[config.mk]
export PLATFORM = sky130hd
export DESIGN_NAME = mux_gate_arbiter_flat
export DESIGN_NICKNAME = d
export VERILOG_FILES = /design/src/rtl/mux_gate_arbiter_if.sv /design/src/rtl/mux_gate_arbiter.sv /design/src/flat_wrapper.sv
export SDC_FILE = /design/constraint.sdc
export NUM_CORES = 1
export LEC_CHECK = 0
export CAP_MARGIN = 20
export CORE_MARGIN = 4
export CORE_UTILIZATION = 40
export DETAILED_ROUTE_END_ITERATION = 7
export PLACE_DENSITY_LB_ADDON = 0.2
export SYNTH_ARGS = -nofsm -noshare
export SYNTH_HDL_FRONTEND = slang
export SYNTH_SLANG_ARGS = --single-unit
[constraint.sdc]
create_clock -name clk -period 2.2 [get_ports clk]
set_input_delay 0.44 -clock clk [delete_from_list [all_inputs] [get_ports clk]]
set_output_delay 0.44 -clock clk [all_outputs]
set_load 0.02 [all_outputs]
[src/rtl/mux_gate_arbiter_if.sv]
// Requester-side bus of mux_gate_arbiter: per-requester request/operands/function
// in, grant pulse and tagged result out.
interface mux_gate_arbiter_if #(
  parameter int unsigned N   = 4,
  parameter int unsigned IDW = 2
);
  logic [N-1:0]   req;
  logic [N-1:0]   a;
  logic [N-1:0]   b;
  logic [2*N-1:0] op;
  logic [N-1:0]   gnt;
  logic           done;
  logic           result;
  logic [IDW-1:0] done_id;
  logic           busy;

  // Requesters drive requests and operands
  modport master (
    output req, a, b, op,
    input  gnt, done, result, done_id, busy
  );

  // Arbiter consumes requests and returns grant/result
  modport slave (
    input  req, a, b, op,
    output gnt, done, result, done_id, busy
  );
endinterface

[src/rtl/mux_gate_arbiter.sv]
// Round-robin arbiter that time-shares one 2:1 mux between N requesters, each
// asking for AND/OR/XOR/NAND of its own operands. IDLE -> EVAL -> RESP sequence,
// all outputs registered.
// Optional macro MUX_GATE_ARB_STATS_EN adds a served-operation counter
// (served_cnt) with synchronous clear (stats_clr).
module mux_gate_arbiter #(
  parameter int unsigned N   = 4,
  parameter int unsigned IDW = 2
) (
  input  logic                 clk,
  input  logic                 rst_n,
`ifdef MUX_GATE_ARB_STATS_EN
  input  logic                 stats_clr,
  output logic [15:0]          served_cnt,
`endif
  mux_gate_arbiter_if.slave    bus
);

  typedef enum logic [1:0] {StIdle, StEval, StResp} state_e;

  state_e         state_q, state_d;
  logic [IDW-1:0] last_q, last_d;
  logic [IDW-1:0] id_q, id_d;
  logic           a_q, a_d;
  logic           b_q, b_d;
  logic [1:0]     op_q, op_d;
  logic [N-1:0]   gnt_q, gnt_d;
  logic           done_q, done_d;
  logic           result_q, result_d;
  logic [IDW-1:0] done_id_q, done_id_d;
  logic           busy_q, busy_d;

  logic           win_vld;
  logic [IDW-1:0] win_id;
  logic           mux_i0, mux_i1, mux_out;

  // Round-robin search starting one past the last winner
  always_comb begin
    int unsigned idx;
    idx     = 0;
    win_vld = 1'b0;
    win_id  = '0;
    for (int unsigned k = 1; k <= N; k++) begin
      idx = (32'(last_q) + k) % N;
      if (!win_vld && bus.req[idx]) begin
        win_vld = 1'b1;
        win_id  = IDW'(idx);
      end
    end
  end

  // Map the latched function onto the shared mux: out = a ? i1 : i0
  always_comb begin
    mux_i0 = 1'b1;
    mux_i1 = ~b_q;
    case (op_q)
      2'b00: begin mux_i0 = 1'b0; mux_i1 = b_q;  end // AND
      2'b01: begin mux_i0 = b_q;  mux_i1 = 1'b1; end // OR
      2'b10: begin mux_i0 = b_q;  mux_i1 = ~b_q; end // XOR
      default: begin mux_i0 = 1'b1; mux_i1 = ~b_q; end // NAND
    endcase
    mux_out = a_q ? mux_i1 : mux_i0;
  end

  // Next-state and next-output logic; outputs are computed one cycle ahead
  always_comb begin
    state_d   = state_q;
    last_d    = last_q;
    id_d      = id_q;
    a_d       = a_q;
    b_d       = b_q;
    op_d      = op_q;
    gnt_d     = '0;
    done_d    = 1'b0;
    result_d  = result_q;
    done_id_d = done_id_q;
    busy_d    = 1'b0;
    case (state_q)
      StIdle: begin
        if (win_vld) begin
          state_d       = StEval;
          last_d        = win_id;
          id_d          = win_id;
          a_d           = bus.a[win_id];
          b_d           = bus.b[win_id];
          op_d          = bus.op[{win_id, 1'b0} +: 2];
          gnt_d[win_id] = 1'b1;
        end
      end
      StEval: begin
        state_d   = StResp;
        result_d  = mux_out;
        done_d    = 1'b1;
        done_id_d = id_q;
      end
      StResp:  state_d = StIdle;
      default: state_d = StIdle;
    endcase
    busy_d = (state_d != StIdle);
  end

  // State and registered outputs; reset discards any in-flight operation
  always_ff @(posedge clk or negedge rst_n) begin
    if (!rst_n) begin
      state_q   <= StIdle;
      last_q    <= IDW'(N - 1);
      id_q      <= '0;
      a_q       <= 1'b0;
      b_q       <= 1'b0;
      op_q      <= 2'b00;
      gnt_q     <= '0;
      done_q    <= 1'b0;
      result_q  <= 1'b0;
      done_id_q <= '0;
      busy_q    <= 1'b0;
    end else begin
      state_q   <= state_d;
      last_q    <= last_d;
      id_q      <= id_d;
      a_q       <= a_d;
      b_q       <= b_d;
      op_q      <= op_d;
      gnt_q     <= gnt_d;
      done_q    <= done_d;
      result_q  <= result_d;
      done_id_q <= done_id_d;
      busy_q    <= busy_d;
    end
  end

  assign bus.gnt     = gnt_q;
  assign bus.done    = done_q;
  assign bus.result  = result_q;
  assign bus.done_id = done_id_q;
  assign bus.busy    = busy_q;

`ifdef MUX_GATE_ARB_STATS_EN
  logic [15:0] served_q;

  // Count completed operations; clear has priority, wraps naturally
  always_ff @(posedge clk or negedge rst_n) begin
    if (!rst_n) begin
      served_q <= '0;
    end else if (stats_clr) begin
      served_q <= '0;
    end else if (state_q == StResp) begin
      served_q <= served_q + 16'd1;
    end
  end

  assign served_cnt = served_q;
`endif

endmodule

[src/flat_wrapper.sv]
// flat-port wrapper written by rule: the top's interface ports become plain ports
module mux_gate_arbiter_flat 
#(
  parameter int unsigned N   = 4,
  parameter int unsigned IDW = 2
)
  (clk, rst_n, bus_req, bus_a, bus_b, bus_op, bus_gnt, bus_done, bus_result, bus_done_id, bus_busy);
  mux_gate_arbiter_if #(.N(N), .IDW(IDW)) bus_i ();
  input  logic clk;
  input  logic rst_n;
  input wire logic [$bits(bus_i.req)-1:0] bus_req;
  input wire logic [$bits(bus_i.a)-1:0] bus_a;
  input wire logic [$bits(bus_i.b)-1:0] bus_b;
  input wire logic [$bits(bus_i.op)-1:0] bus_op;
  output wire logic [$bits(bus_i.gnt)-1:0] bus_gnt;
  output wire logic [$bits(bus_i.done)-1:0] bus_done;
  output wire logic [$bits(bus_i.result)-1:0] bus_result;
  output wire logic [$bits(bus_i.done_id)-1:0] bus_done_id;
  output wire logic [$bits(bus_i.busy)-1:0] bus_busy;
  assign bus_i.req = bus_req;
  assign bus_i.a = bus_a;
  assign bus_i.b = bus_b;
  assign bus_i.op = bus_op;
  assign bus_gnt = bus_i.gnt;
  assign bus_done = bus_i.done;
  assign bus_result = bus_i.result;
  assign bus_done_id = bus_i.done_id;
  assign bus_busy = bus_i.busy;
  mux_gate_arbiter #(.N(N), .IDW(IDW)) u_core (.clk(clk), .rst_n(rst_n), .bus(bus_i));
endmodule
[Yosys cells after proc, flatten, opt, wreduce, memory -nomap -nowiden]
Cells that the tools add are included.
Widths: inputs -> output; s select.
Word-level totals
  register bits after elaboration: 19
  bits of input ports: 22
  output and inout bits: 9
  word-level logic and storage cells: 68
Cells by class
  add/subtract/negate cells: 4
  order comparisons: 6
  equality and inequality tests: 3
  shift-type cells: 1
  multiplexer cells: 30
  bitwise logic cells: 1
  reductions and logical operators: 12
Operators by type and width (count)
  $lt 2x3->1 const B: 5
  $mux 1: 13
  $bmux 1 s2: 6
  $mux 2: 5
  $mux 4: 2
  $shiftx 8x4->2: 1
  $add 2x1->2 const B: 2
  $add 2x2->2 const B: 2
  $eq 2x1->1 const B: 2
  $logic_and 1x1->1: 4
  $logic_not 2->1: 2
  $pmux 1 s2: 2
  $pmux 2 s2: 1
  $logic_not 1->1: 3
  $demux 1 s2: 1
  $eq 2x2->1 const B: 1
  $ge 2x1->1 const B: 1
  $reduce_and 2->1: 1
  $reduce_bool 2->1: 1
  $reduce_or 2->1: 1
  $not 1->1: 1

[Depth between registers and ports, before layout]
Gate-level depths: netlist of run 1.
  depth after elaboration: 19
  mapped depth: 6
  depth with buffers taken out: 5

[Least setup slack after synthesis of run 1]
Ideal clock, no wire load.
  kind: register -> register
  start: register u_core.last_q[0]
  end: register u_core.op_q[0]
  library setup time: 0.138 ns
  arrival time: 1.421 ns
  required time: 2.062 ns
  slack: 0.641 ns
  cell stages (with the launch flop): 7
  path buffers: 1
  period minus slack after synthesis: 1.559 ns
  cells stage by stage: dfstp_2 nand2b_1 a21o_1 and3_1 buf_6 mux2i_1 o221ai_1
Between the ends
  longest elaborated chain between the ends: 14
  elaborated cells between the ends (all ways): 28
  those cells by class: add/sub (4); shift (1); mux (16); reduce/logical (7)
RTL lines
  start, declared: line mux_gate_arbiter.sv:22  | logic [IDW-1:0] last_q, last_d;
  start signal, assigned: line mux_gate_arbiter.sv:106  | last_q <= IDW'(N - 1);
  start signal, assigned: line mux_gate_arbiter.sv:118  | last_q <= last_d;
  $add 2x1->2: line mux_gate_arbiter.sv:44  | idx = (32'(last_q) + k) % N;
  $bmux 1 s2: line mux_gate_arbiter.sv:45  | if (!win_vld && bus.req[idx]) begin
  $mux 1 (implied by the code): line mux_gate_arbiter.sv:45
  $mux 1: line mux_gate_arbiter.sv:45
  $logic_not 1->1: line mux_gate_arbiter.sv:45
  $logic_and 1x1->1: line mux_gate_arbiter.sv:45
  $mux 1: line mux_gate_arbiter.sv:45
  $logic_not 1->1: line mux_gate_arbiter.sv:45
  $logic_and 1x1->1: line mux_gate_arbiter.sv:45
  $mux 1: line mux_gate_arbiter.sv:45
  $logic_not 1->1: line mux_gate_arbiter.sv:45
  $logic_and 1x1->1: line mux_gate_arbiter.sv:45
  $mux 2 / $mux 1 (equally long branches): line mux_gate_arbiter.sv:45
  $shiftx 8x4->2 / $reduce_and 2->1 (equally long branches)
  end signal, assigned: line mux_gate_arbiter.sv:122  | op_q <= op_d;
  end, declared: line mux_gate_arbiter.sv:26  | logic [1:0] op_q, op_d;
Parallel ways exist; a longest one is shown, timed or not. The select of a mux whose other input is x is not followed.
A chain may end at the register's enable or synchronous reset.

[Worst setup path after layout of run 1]
  start: input bus_req[3]
  end: register u_core.op_q[0]
Between the ends
  longest elaborated chain between the ends: 13
  elaborated cells between the ends (all ways): 24
  those cells by class: shift (1); mux (16); reduce/logical (7)
RTL lines
  start, declared: line flat_wrapper.sv:11  | input wire logic [$bits(bus_i.req)-1:0] bus_req;
  $bmux 1 s2: line mux_gate_arbiter.sv:45
  $mux 1 (implied by the code): line mux_gate_arbiter.sv:45
  $mux 1: line mux_gate_arbiter.sv:45
  $logic_not 1->1: line mux_gate_arbiter.sv:45
  $logic_and 1x1->1: line mux_gate_arbiter.sv:45
  $mux 1: line mux_gate_arbiter.sv:45
  $logic_not 1->1: line mux_gate_arbiter.sv:45
  $logic_and 1x1->1: line mux_gate_arbiter.sv:45
  $mux 1: line mux_gate_arbiter.sv:45
  $logic_not 1->1: line mux_gate_arbiter.sv:45
  $logic_and 1x1->1: line mux_gate_arbiter.sv:45
  $mux 2 / $mux 1 (equally long branches): line mux_gate_arbiter.sv:45
  $shiftx 8x4->2 / $reduce_and 2->1 (equally long branches)
Parallel ways exist; a longest one is shown, timed or not. The select of a mux whose other input is x is not followed.

==> impl_table.tex, run 1 <==
\begin{tabular}{lr}
\hline
Metric & Value \\
\hline
\multicolumn{2}{l}{\textbf{Drt}} \\
\quad Via total after detailed routing & 796 \\
\quad Total length of routed wires & slightly below 2000 um \\
\quad Violation count after the first detailed-routing iteration & 17 \\
\quad Detailed Routing Iterations Pass 1 & 4 \\
\quad WL per Instance & 12.31 um \\
\quad Routed vias/inst & 5.070 \\
\quad Number of routed nets with antenna violations & 0 \\
\quad Residual DRC count & 0 \\
\multicolumn{2}{l}{\textbf{Status}} \\
\quad Result of the run & complete, no violations \\
\multicolumn{2}{l}{\textbf{Pwr}} \\
\quad Combinational Power Share & a little over half \\
\quad Share of power burned in the clock network & 11.9\% \\
\quad Pleak & between 0.6 and 0.7 nW \\
\quad Seq pwr share & a little over a third \\
\quad Total internal power & 0.001043 W \\
\quad Maximum ir drop on the vdd rail & 630.7 uV \\
\quad Switching power summed over all nets & 0.0006228 W \\
\quad Total power divided by cell area & 1233 nW/um2 \\
\quad Switching share of power & 37.38\% \\
\multicolumn{2}{l}{\textbf{CTS}} \\
\quad Number of setup buffers added after CTS & 0 \\
\quad TritonCTS clock tree & built \\
\quad Clock latency of the later-clocked register in the worst-skew pair & 0.29 ns \\
\quad Hold buffer count at cts & 0 \\
\quad Clock tree sinks & 18 \\
\quad Clock buffer count from CTS & 3 \\
\quad Max clock buf depth & 2 \\
\quad CTS root buffer & sky130\_fd\_sc\_hd\_\_clkbuf\_4 \\
\quad H-tree depth reported by CTS & 1 \\
\quad Post-CTS resize count & 0 \\
\quad Clock slew seen by the registers of the worst setup and hold paths & roughly 0.10 ns \\
\multicolumn{2}{l}{\textbf{Critical path}} \\
\quad Critical Path RT & 2.37 ns \\
\quad Critical path class & primary input to flop \\
\quad Kind of launch point of the worst setup path & primary input \\
\quad Source of the critical timing path & bus\_req[3] \\
\quad Cell depth of the worst flop-to-flop path & 5 \\
\quad Critical R2R Launch & u\_core.last\_q[0] \\
\quad Crit path capture type & flop \\
\quad Critical-path maximum fanout & 7 \\
\quad Crit path arrival time & 2.09 ns \\
\multicolumn{2}{l}{\textbf{Finish}} \\
\quad Count of fill cells added during filler insertion & 205 \\
\quad N\_diodes & 0 \\
\quad Ratio of cells with drive above 1 in the final layout & 15.50\% \\
\quad Post-layout nets & 154 \\
\quad FF+latch area & 452.9 um2 \\
\quad Cell area after layout & 1351 um2 \\
\quad Layout-stage area growth over the synthesis result & 41.73\% \\
\quad Area of the multi-input gates & 445.4 um2 \\
\quad Final Core Density & between 60\% and 70\% \\
\multicolumn{2}{l}{\textbf{Timing}} \\
\quad Period minus WS final & 1.920 ns \\
\quad Measured slew at the worst slew-check pin & 0.4161 ns \\
\quad Count of endpoints failing setup in the final report & 0 \\
\quad Highest clock rate & 0.5208 GHz \\
\quad Post-route clock period utilization & 87.28\% \\
\quad Max Slew Vio Count & 0 \\
\quad Relative slew slack & between 70\% and 80\% \\
\quad RSZ-0062 raised after global routing & no \\
\quad Max Clock Skew & 0.008446 ns \\
\quad Hold Violations, Final & 0 \\
\multicolumn{2}{l}{\textbf{Hold path}} \\
\quad Class of the most critical hold timing path & primary input to asynchronous set/reset pin \\
\multicolumn{2}{l}{\textbf{Floorplan}} \\
\quad Num rows & 17 \\
\quad Chip Width & $\sim$57 um \\
\quad Floorplan core area & 2233 um2 \\
\quad Die outline height & around 57 um \\
\quad Die area & 3229 um2 \\
\quad Count of boundary I/O pins & 31 \\
\quad Initial core utilization & 42.69\% \\
\multicolumn{2}{l}{\textbf{GRT}} \\
\quad Overall track demand over capacity in global routing & 12.61\% \\
\quad Overall overflow remaining after global route & 0 \\
\quad First-pass GRT wire length & 3194 um \\
\quad Pin count of the biggest net entering global routing & 19 \\
\quad Vias in the first global route & 767 \\
\quad Initial antenna violation count & 0 \\
\multicolumn{2}{l}{\textbf{Yosys}} \\
\quad Synth Instances & 91 \\
\quad Synth Cell Area & 953.4 um2 \\
\quad Number of distinct standard cells referenced by the synthesized netlist & 34 \\
\quad Predominant post-synthesis flop cell & sky130\_fd\_sc\_hd\_\_dfrtp\_1 \\
\quad Average footprint of a synthesized cell & 10.48 um2 \\
\quad Number of warnings issued by yosys & 0 \\
\quad Count of flip-flops with a built-in enable after synthesis & 0 \\
\quad Fraction of synthesized cell area taken by the top area cell type & between 40\% and 50\% \\
\quad Largest cells by area after synthesis & sky130\_fd\_sc\_hd\_\_dfrtp\_1 (42\%), sky130\_fd\_sc\_hd\_\_dfstp\_2 (5.5\%), sky130\_fd\_sc\_hd\_\_mux2i\_1 (4.2\%) \\
\quad Most frequent cell after synthesis & sky130\_fd\_sc\_hd\_\_dfrtp\_1 \\
\quad Part of the Yosys area used for sequential elements & 47.51\% \\
\quad Post-synthesis register bit count & 18 \\
\quad Post-synth top area cell & sky130\_fd\_sc\_hd\_\_dfrtp\_1 \\
\quad Share of async-settable or async-resettable flops after synthesis & 100.0\% \\
\quad Commonest cells in the synthesized netlist & sky130\_fd\_sc\_hd\_\_dfrtp\_1 (16), sky130\_fd\_sc\_hd\_\_inv\_1 (8), sky130\_fd\_sc\_hd\_\_nand2\_1 (6), sky130\_fd\_sc\_hd\_\_nor2\_1 (6) \\
\quad Total nets after synthesis & 115 \\
\multicolumn{2}{l}{\textbf{Flow run}} \\
\quad Count of maximum capacitance violations & 0 \\
\multicolumn{2}{l}{\textbf{Placement}} \\
\quad Routability congestion estimate & between 0.6 and 0.7 \\
\quad Instance area at placement & 1315 um2 \\
\quad Placed wire-length estimate after detailed placement & about 1600 um \\
\quad Number of port buffers & 30 \\
\hline
\end{tabular}
[placed cells by master (no fill, tap or decap), drive strengths merged]
master,Yosys,layout
dfrtp,16,16
nand2,6,6
a21boi,1,1
a21oi,1,1
o21a,1,1
mux2i,4,4
and4,4,4
nor2,6,6
buf,2,6
o22ai,2,2
o21ai,6,6
nor3b,1,1
a221oi,1,1
mux2,3,3
clkdlybuf4s50,0,30
nor3,3,3
nor2b,2,2
dfstp,2,2
a31oi,4,4
a21o,3,3
or3,1,1
inv,9,9
o221ai,2,2
ha,2,2
or2,1,1
o211ai,2,2
and3,3,3
nand2b,2,2
clkbuf,0,4
nor4,1,1
[metrics by stage]
stage                     hold slack [ns]  power, W  cells  setup slack [ns]  setup TNS [ns]
after floorplan                    0.1444  0.001185     91            0.6407               0
after global placement             0.4635  0.001460    153          -0.04924         -0.1366
after detailed placement           0.4687  0.001485    153          -0.01793        -0.03436
after CTS                          0.4658  0.001686    157            0.2877               0
after global routing               0.4836  0.001798    157           0.08596               0
final                              0.4649  0.001666    157            0.2799               0
[worst paths after layout]
path | endpoint | slack [ns]
max in group asynchronous | u_core.last_q[1] | 1.48
min | u_core.bus.gnt[3] | 0.46
min in group clk | u_core.bus.busy | 0.47
max | u_core.op_q[0] | 0.28
min reg2reg | u_core.bus.busy | 0.46
max reg2reg | u_core.op_q[1] | 0.58
[per-layer routing]
layer	part of all wire [%]	up-vias	GRT usage, %	routed length [um]
li1	-	403	-	-
met1	41	358	14.51	784
met2	50	31	22.11	961
met4	2.0	0	6.954	39
met3	7.6	4	1.839	146
met5	0	-	0	0
[sequential cells by signal, indices dropped and copies added (netlist names)]
register	cells
u_core.a_q	1
u_core.b_q	1
u_core.bus.busy	1
u_core.bus.done	1
u_core.bus.done_id	2
u_core.bus.gnt	4
u_core.bus.result	1
u_core.id_q	2
u_core.last_q	2
u_core.op_q	2
u_core.state_q	1
[cell type report]
cell class	instances	share of cell area, %
Clock buffer	4	2.685
Tap cell	28	2.593
Sequential cell	18	33.52
Timing Repair Buffer	36	25.56
Multi-Input combinational cell	62	32.96
Inverter	9	2.685
[worst max-delay path, cell delays in order]
cell	delay, ns
sky130_fd_sc_hd__clkdlybuf4s50_1	0.48
sky130_fd_sc_hd__nor4_1	0.44
sky130_fd_sc_hd__or3_1	0.35
sky130_fd_sc_hd__inv_4	0.09
sky130_fd_sc_hd__nand2_1	0.16
sky130_fd_sc_hd__o221ai_1	0.14
[cells by family (layout without fill, tap and decap cells)]
| family | count (synthesis) | in the layout | share of synthesized area, % |
|---|---|---|---|
| AO/OA/AOI/OAI | 23 | 23 | 17.06 |
| adder cells (fa/ha/maj) | 2 | 2 | 2.624 |
| buffers and inverters | 11 | 49 | 5.775 |
| flip-flops | 18 | 18 | 47.51 |
| multiplexers | 7 | 7 | 7.743 |
| AND/OR/NAND/NOR | 30 | 30 | 19.29 |
[power groups by stage]
stage	sequential, W	combinational, W	clock (W)
3_3_place_gp	0.000592	0.000868	0
2_1_floorplan	0.000669	0.000516	0
6_report	0.000589	0.000878	0.000198
4_1_cts	0.000591	0.000889	0.000206
3_5_place_dp	0.000597	0.000887	0
5_1_grt	0.000615	0.000966	0.000217
Note: power is estimated with default switching activity, not from simulation.
==> run 2, diff against run 1 <==
clock period = 1.6 ns   (was 2.2 ns; I/O delays follow)
==> impl_table.tex, run 2 (synthesized netlist as in run 1, its figures left out) <==
\begin{tabular}{lr}
\hline
Metric & Value \\
\hline
\multicolumn{2}{l}{\textbf{Status}} \\
\quad Result of the run & finished, violations left \\
\quad Violated checks & setup timing \\
\multicolumn{2}{l}{\textbf{GRT}} \\
\quad Overall track demand over capacity in global routing & 15.03\% (+2.4 points) \\
\quad First-pass GRT wire length & 3760 um (+18\%) \\
\quad Vias in the first global route & 855 (+11\%) \\
\quad Overall overflow remaining after global route & 0 (unchanged) \\
\quad Pin count of the biggest net entering global routing & 19 (unchanged) \\
\quad Initial antenna violation count & 0 (unchanged) \\
\multicolumn{2}{l}{\textbf{Timing}} \\
\quad Max Slew Vio Count & 0 (unchanged) \\
\quad RSZ-0062 raised after global routing & yes \\
\quad Post-route clock period utilization & 100.4\% \\
\quad Period minus WS final & 1.607 ns \\
\quad Hold Violations, Final & 0 (unchanged) \\
\quad Post-route setup TNS & -0.01148 ns (-0.01148 ns) \\
\quad Relative slew slack & 79.03\% (+7.0 points) \\
\quad Count of endpoints failing setup in the final report & 2 (+2) \\
\quad Highest clock rate & 0.6222 GHz \\
\quad Max Clock Skew & 0.003962 ns (-0.004484 ns) \\
\quad Slack of the critical path & -0.007160 ns (-0.2871 ns) \\
\quad Measured slew at the worst slew-check pin & 0.3133 ns (-0.1027 ns) \\
\multicolumn{2}{l}{\textbf{Finish}} \\
\quad Top library cells by usage in the layout, fill and taps aside & sky130\_fd\_sc\_hd\_\_clkdlybuf4s50\_1 (22), sky130\_fd\_sc\_hd\_\_buf\_4 (17), sky130\_fd\_sc\_hd\_\_dfrtp\_1 (16) \\
\quad Number of flip-flops in the largest register & 4 (unchanged) \\
\quad FF+latch area & 452.9 um2 (unchanged) \\
\quad Non-filler cells, final & 170 (+8.3\%) \\
\quad Count of fill cells added during filler insertion & 186 (-9.3\%) \\
\quad Post-layout nets & 167 (+8.4\%) \\
\quad Area of the multi-input gates & 504.2 um2 (+13\%) \\
\quad Layout-stage area growth over the synthesis result & 59.45\% \\
\quad Most common library cell in the layout ignoring fill and taps & sky130\_fd\_sc\_hd\_\_clkdlybuf4s50\_1 \\
\quad Ratio of cells with drive above 1 in the final layout & 30.28\% (+15 points) \\
\quad Cell area after layout & 1520 um2 (+12\%) \\
\quad N\_diodes & 0 (unchanged) \\
\multicolumn{2}{l}{\textbf{Critical path}} \\
\quad Critical-path maximum fanout & 5 (-2) \\
\quad Critical R2R Launch & u\_core.last\_q[0] \\
\quad Kind of launch point of the worst setup path & flop \\
\quad Crit path arrival time & 1.78 ns (-0.31 ns) \\
\quad Cell depth of the worst flop-to-flop path & 5 (unchanged) \\
\quad Crit path capture type & flop \\
\quad Critical path class & flop to flop \\
\quad Critical Path RT & 1.78 ns (-0.59 ns) \\
\quad R2R setup slack & -0.007 ns (-0.59 ns) \\
\quad Critical R2R Capture & u\_core.b\_q \\
\multicolumn{2}{l}{\textbf{Flow run}} \\
\quad Count of maximum capacitance violations & 0 (unchanged) \\
\multicolumn{2}{l}{\textbf{Drt}} \\
\quad Total length of routed wires & 2232 um (+16\%) \\
\quad Via total after detailed routing & 887 (+11\%) \\
\quad Detailed Routing Iterations Pass 1 & 4 (unchanged) \\
\quad Violation count after the first detailed-routing iteration & 14 (-3) \\
\quad Number of routed nets with antenna violations & 0 (unchanged) \\
\quad Routed vias/inst & 5.218 (+2.9\%) \\
\quad WL per Instance & 13.13 um (+6.7\%) \\
\quad Residual DRC count & 0 (unchanged) \\
\multicolumn{2}{l}{\textbf{CTS}} \\
\quad Clock tree sinks & 18 (unchanged) \\
\quad CTS root buffer & sky130\_fd\_sc\_hd\_\_clkbuf\_4 \\
\quad Hold buffer count at cts & 0 (unchanged) \\
\quad Clock latency of the later-clocked register in the worst-skew pair & 0.29 ns (about the same) \\
\quad TritonCTS clock tree & built \\
\quad Max clock buf depth & 2 (unchanged) \\
\quad H-tree depth reported by CTS & 1 (unchanged) \\
\quad Clock slew seen by the registers of the worst setup and hold paths & 0.10 ns (about the same) \\
\quad Clock buffer count from CTS & 3 (unchanged) \\
\multicolumn{2}{l}{\textbf{Placement}} \\
\quad Worst slack after detailed placement & -0.4543 ns (-0.4364 ns) \\
\quad Number of port buffers & 30 (unchanged) \\
\quad Placed wire-length estimate after detailed placement & 1728 um (+6.8\%) \\
\quad Instance area at placement & 1383 um2 (+5.1\%) \\
\quad Routability congestion estimate & 0.6841 (-0.38\%) \\
\quad Number of instances in the placed design & 162 (+5.9\%) \\
\multicolumn{2}{l}{\textbf{Pwr}} \\
\quad Total power consumption of the routed design & 0.002586 W (+55\%) \\
\quad Maximum ir drop on the vdd rail & 995.0 uV (+58\%) \\
\quad Total power divided by cell area & 1701 nW/um2 (+38\%) \\
\quad Pleak & 0.7230 nW (+20\%) \\
\multicolumn{2}{l}{\textbf{Floorplan}} \\
\quad Num rows & 17 (unchanged) \\
\quad Chip Width & 56.82 um (unchanged) \\
\quad Count of boundary I/O pins & 31 (unchanged) \\
\quad Floorplan core area & 2233 um2 (unchanged) \\
\quad Die outline height & 56.82 um (unchanged) \\
\quad Die area & 3229 um2 (unchanged) \\
\quad Initial core utilization & 42.69\% (unchanged) \\
\multicolumn{2}{l}{\textbf{Hold path}} \\
\quad Class of the most critical hold timing path & primary input to asynchronous set/reset pin \\
\hline
\end{tabular}
[run 2: worst max-delay path by stage]
| stage | endpoint | start | depth (start not counted) | slack (ns) |
|---|---|---|---|---|
| floorplan | u_core.op_q[0] | u_core.last_q[0] | 6 | 0.04 |
| global placement | u_core.op_q[0] | bus_req[3] | 6 | -0.37 |
| detailed placement | u_core.op_q[1] | bus_req[3] | 6 | -0.45 |
| CTS | u_core.op_q[1] | u_core.last_q[0] | 7 | -0.01 |
| global route | u_core.a_q | u_core.last_q[0] | 7 | -0.10 |
| finish | u_core.b_q | u_core.last_q[0] | 5 | -0.007 |
[run 2: layout make-up]
class | instances | area share (%)
well taps | 28 | 2.305
flip-flops and latches | 18 | 29.79
inverters | 9 | 2.387
repair buffers | 49 | 29.96
clock buffers | 4 | 2.387
multi-input cells | 62 | 33.17
[run 2: layer usage]
metal / up-vias / GRT usage [%] / wire length (um)
met3: 4 / 1.379 / 129
met1: 416 / 17.76 / 899
met2: 34 / 25.58 / 1146
li1: 433 / - / -
met5: - / 0 / 0
met4: 0 / 9.934 / 55
[run 2: critical path: stages, from the launching register on]
cell and delay [ns]:
sky130_fd_sc_hd__dfstp_2 0.59, sky130_fd_sc_hd__nand2b_4 0.14, sky130_fd_sc_hd__a21o_1 0.17, sky130_fd_sc_hd__and3_4 0.26, sky130_fd_sc_hd__mux2i_2 0.22, sky130_fd_sc_hd__o211ai_1 0.10
[run 2: what timing repair did]
item	4_1_cts	5_1_grt
buffers inserted	2	2
hold endpoints to repair	0	0
endpoints found under the setup margin	8	8
pin swaps	2	3
gates resized for setup	12	13
[run 2: stage by stage]
stage	util, %	hold WS (ns)
floorplan	-	0.02441
global placement	61.90	0.4644
detailed placement	61.90	0.4806
global route	68.07	0.3536
finish	68.07	0.3448
CTS	65.15	0.3453
[run 2: report_power, final]
| group | internal, W | switching, W | leakage [nW] |
|---|---|---|---|
| combinational | 0.000805 | 0.000686 | 0.484 |
| sequential | 0.000687 | 0.000134 | 0.218 |
| clock | 0.000139 | 0.000136 | 0.0210 |
==> run 3, diff against run 2 <==
CELL_PAD_IN_SITES_DETAIL_PLACEMENT = 1   (was default)
CELL_PAD_IN_SITES_GLOBAL_PLACEMENT = 2   (was default)
CORE_UTILIZATION = 24   (was 40)
==> impl_table.tex, run 3 (synthesized netlist as in run 1, its figures left out) <==
\begin{tabular}{lr}
\hline
Metric & Value \\
\hline
\multicolumn{2}{l}{\textbf{Finish}} \\
\quad Number of flip-flops in the largest register & 4 (unchanged) \\
\quad Layout-stage area growth over the synthesis result & 58.53\% \\
\quad Post-layout nets & 165 (-1.2\%) \\
\quad Ratio of cells with drive above 1 in the final layout & 27.14\% (-3.1 points) \\
\quad Most common library cell in the layout ignoring fill and taps & sky130\_fd\_sc\_hd\_\_clkdlybuf4s50\_1 \\
\quad N\_diodes & 0 (unchanged) \\
\quad Non-filler cells, final & 188 (+11\%) \\
\quad Cell area after layout & 1511 um2 (-0.58\%) \\
\quad Top library cells by usage in the layout, fill and taps aside & sky130\_fd\_sc\_hd\_\_clkdlybuf4s50\_1 (25), sky130\_fd\_sc\_hd\_\_buf\_4 (17), sky130\_fd\_sc\_hd\_\_dfrtp\_1 (16) \\
\multicolumn{2}{l}{\textbf{Placement}} \\
\quad Routability congestion estimate & 0.8342 (+22\%) \\
\quad Instance area at placement & 1408 um2 (+1.8\%) \\
\quad Placed wire-length estimate after detailed placement & 2008 um (+16\%) \\
\quad Worst slack after detailed placement & -0.5282 ns (-0.07384 ns) \\
\quad Number of port buffers & 30 (unchanged) \\
\quad Number of instances in the placed design & 182 (+12\%) \\
\multicolumn{2}{l}{\textbf{Timing}} \\
\quad Slack of the critical path & -0.01373 ns (-0.006570 ns) \\
\quad Highest clock rate & 0.6197 GHz (-0.41\%) \\
\quad Hold Violations, Final & 0 (unchanged) \\
\quad Max Slew Vio Count & 0 (unchanged) \\
\quad Measured slew at the worst slew-check pin & 0.2925 ns (-0.02086 ns) \\
\quad Relative slew slack & 80.34\% (+1.3 points) \\
\quad Period minus WS final & 1.614 ns (+0.006570 ns) \\
\quad Count of endpoints failing setup in the final report & 1 (-1) \\
\quad Post-route clock period utilization & 100.9\% (+0.41 points) \\
\quad Max Clock Skew & 0.004396 ns (+0.0004342 ns) \\
\quad RSZ-0062 raised after global routing & yes \\
\multicolumn{2}{l}{\textbf{CTS}} \\
\quad TritonCTS clock tree & built \\
\quad H-tree depth reported by CTS & 1 (unchanged) \\
\quad Hold buffer count at cts & 0 (unchanged) \\
\quad Clock latency of the later-clocked register in the worst-skew pair & 0.25 ns (-0.04 ns) \\
\quad Clock buffer count from CTS & 3 (unchanged) \\
\quad Clock slew seen by the registers of the worst setup and hold paths & 0.07 ns (-0.03 ns) \\
\quad Clock tree sinks & 18 (unchanged) \\
\quad CTS root buffer & sky130\_fd\_sc\_hd\_\_clkbuf\_8 \\
\quad Max clock buf depth & 2 (unchanged) \\
\multicolumn{2}{l}{\textbf{Critical path}} \\
\quad CP most frequent cell & sky130\_fd\_sc\_hd\_\_buf\_4 \\
\quad Critical-path maximum fanout & 6 (+1) \\
\quad Crit path capture type & flop \\
\quad Critical Path RT & 1.72 ns (-0.06 ns) \\
\quad Kind of launch point of the worst setup path & flop \\
\quad Critical R2R Launch & u\_core.last\_q[0] \\
\quad Max stage delay on crit path & 0.60 ns (about the same) \\
\quad Source of the critical timing path & u\_core.last\_q[0] \\
\quad Critical path class & flop to flop \\
\quad Cell at the slowest stage of the critical path & sky130\_fd\_sc\_hd\_\_dfstp\_2 \\
\quad Worst Path Buf+Inv & 2 (+2) \\
\quad Critical Path, Cell by Cell & nand2b\_4 -> a21o\_1 -> buf\_4 -> buf\_4 -> a31oi\_1 -> o21ai\_1 -> o221ai\_1 \\
\quad Crit path arrival time & 1.73 ns (-0.05 ns) \\
\quad Cell family contributing the most delay on the critical path & flip-flops \\
\multicolumn{2}{l}{\textbf{Pwr}} \\
\quad Total power divided by cell area & 1728 nW/um2 (+1.6\%) \\
\quad Pleak & 0.6869 nW (-5.0\%) \\
\quad Switching share of power & 36.33\% (-0.62 points) \\
\quad Seq pwr share & 31.9\% (+0.2 points) \\
\quad Maximum ir drop on the vdd rail & 462.7 uV (-53\%) \\
\quad Total power consumption of the routed design & 0.002612 W (+1.0\%) \\
\quad Combinational Power Share & 54.1\% (-3.6 points) \\
\quad Switching power summed over all nets & 0.0009489 W (-0.70\%) \\
\quad Total internal power & 0.001663 W (+2.0\%) \\
\quad Share of power burned in the clock network & 14.0\% (+3.4 points) \\
\multicolumn{2}{l}{\textbf{Hold path}} \\
\quad Class of the most critical hold timing path & primary input to asynchronous set/reset pin \\
\multicolumn{2}{l}{\textbf{GRT}} \\
\quad First-pass GRT wire length & 4271 um (+14\%) \\
\quad Pin count of the biggest net entering global routing & 14 (-5) \\
\quad Overall track demand over capacity in global routing & 10.53\% (-4.5 points) \\
\quad Vias in the first global route & 947 (+11\%) \\
\quad Initial antenna violation count & 0 (unchanged) \\
\quad Overall overflow remaining after global route & 0 (unchanged) \\
\multicolumn{2}{l}{\textbf{Floorplan}} \\
\quad Num rows & 22 (+5) \\
\quad Die outline height & 71.03 um (+25\%) \\
\quad Floorplan core area & 3744 um2 (+68\%) \\
\quad Count of boundary I/O pins & 31 (unchanged) \\
\quad Chip Width & 71.03 um (+25\%) \\
\quad Die area & 5045 um2 (+56\%) \\
\quad Initial core utilization & 25.47\% (-17 points) \\
\multicolumn{2}{l}{\textbf{Drt}} \\
\quad Number of routed nets with antenna violations & 0 (unchanged) \\
\quad Via total after detailed routing & 866 (-2.4\%) \\
\quad Routed vias/inst & 4.606 (-12\%) \\
\quad Total length of routed wires & 2401 um (+7.6\%) \\
\quad Violation count after the first detailed-routing iteration & 26 (+12) \\
\quad WL per Instance & 12.77 um (-2.7\%) \\
\quad Residual DRC count & 0 (unchanged) \\
\quad Detailed Routing Iterations Pass 1 & 4 (unchanged) \\
\multicolumn{2}{l}{\textbf{Status}} \\
\quad Violated checks & setup timing \\
\quad Result of the run & finished, violations left \\
\multicolumn{2}{l}{\textbf{Flow run}} \\
\quad Count of maximum capacitance violations & 0 (unchanged) \\
\hline
\end{tabular}
[run 3: cell types whose count changed in the layout (fill, tap and decap cells not counted), sizes merged]
cell / delta
clkdlybuf4s50: +3
dlymetal6s2s: -4
dlygate4sd2: +1
buf: -2
[run 3: per-layer routing]
layer	vias up	GRT usage (%)	wire (um)
met2	24	17.61	1166
met4	0	5.637	56
li1	427	-	-
met3	5	1.989	112
met5	-	0	0
met1	410	12.71	1065
[run 3: repair_timing]
action                     CTS  global route
pin swaps                    2             3
setup endpoints to repair   13             6
resized for setup           17             0
setup buffers                2             0
[run 3: power groups by stage]
stage          Clock, W  Combinational [W]  Sequential, W
3_5_place_dp          0            0.00135       0.000835
3_3_place_gp          0            0.00133       0.000829
2_1_floorplan         0           0.000710       0.000920
4_1_cts        0.000382            0.00144       0.000834
6_report       0.000367            0.00141       0.000833
5_1_grt        0.000399            0.00156       0.000864
[run 3: worst paths after layout]
check	endpoint	slack [ns]	depth (start not counted)
max	u_core.op_q[1]	-0.01	7
min	u_core.bus.gnt[3]	0.30	1
max reg2reg	u_core.op_q[1]	-0.01	7
min reg2reg	u_core.id_q[1]	0.48	1
max in group asynchronous	u_core.op_q[1]	0.83	2
min in group clk	u_core.id_q[1]	0.48	1
[run 3: area by class of cell]
class | instances | area (um2)
Fill cell | 428 | 2232
Multi-Input combinational cell | 62 | 485.5
Sequential cell | 18 | 452.9
Timing Repair Buffer | 47 | 421.7
Tap cell | 48 | 60.06
Clock buffer | 4 | 55.05
Inverter | 9 | 36.28
[run 3: per-stage QoR]
step | setup TNS, ns | hold WS, ns | utilization (%)
3_5_place_dp | -5.360 | 0.4667 | 37.60
2_1_floorplan | 0 | 0.02441 | -
4_1_cts | -0.005395 | 0.3120 | 40.37
5_1_grt | -0.4837 | 0.3194 | 40.37
6_report | -0.01373 | 0.3022 | 40.37
3_3_place_gp | -3.326 | 0.4653 | 37.60
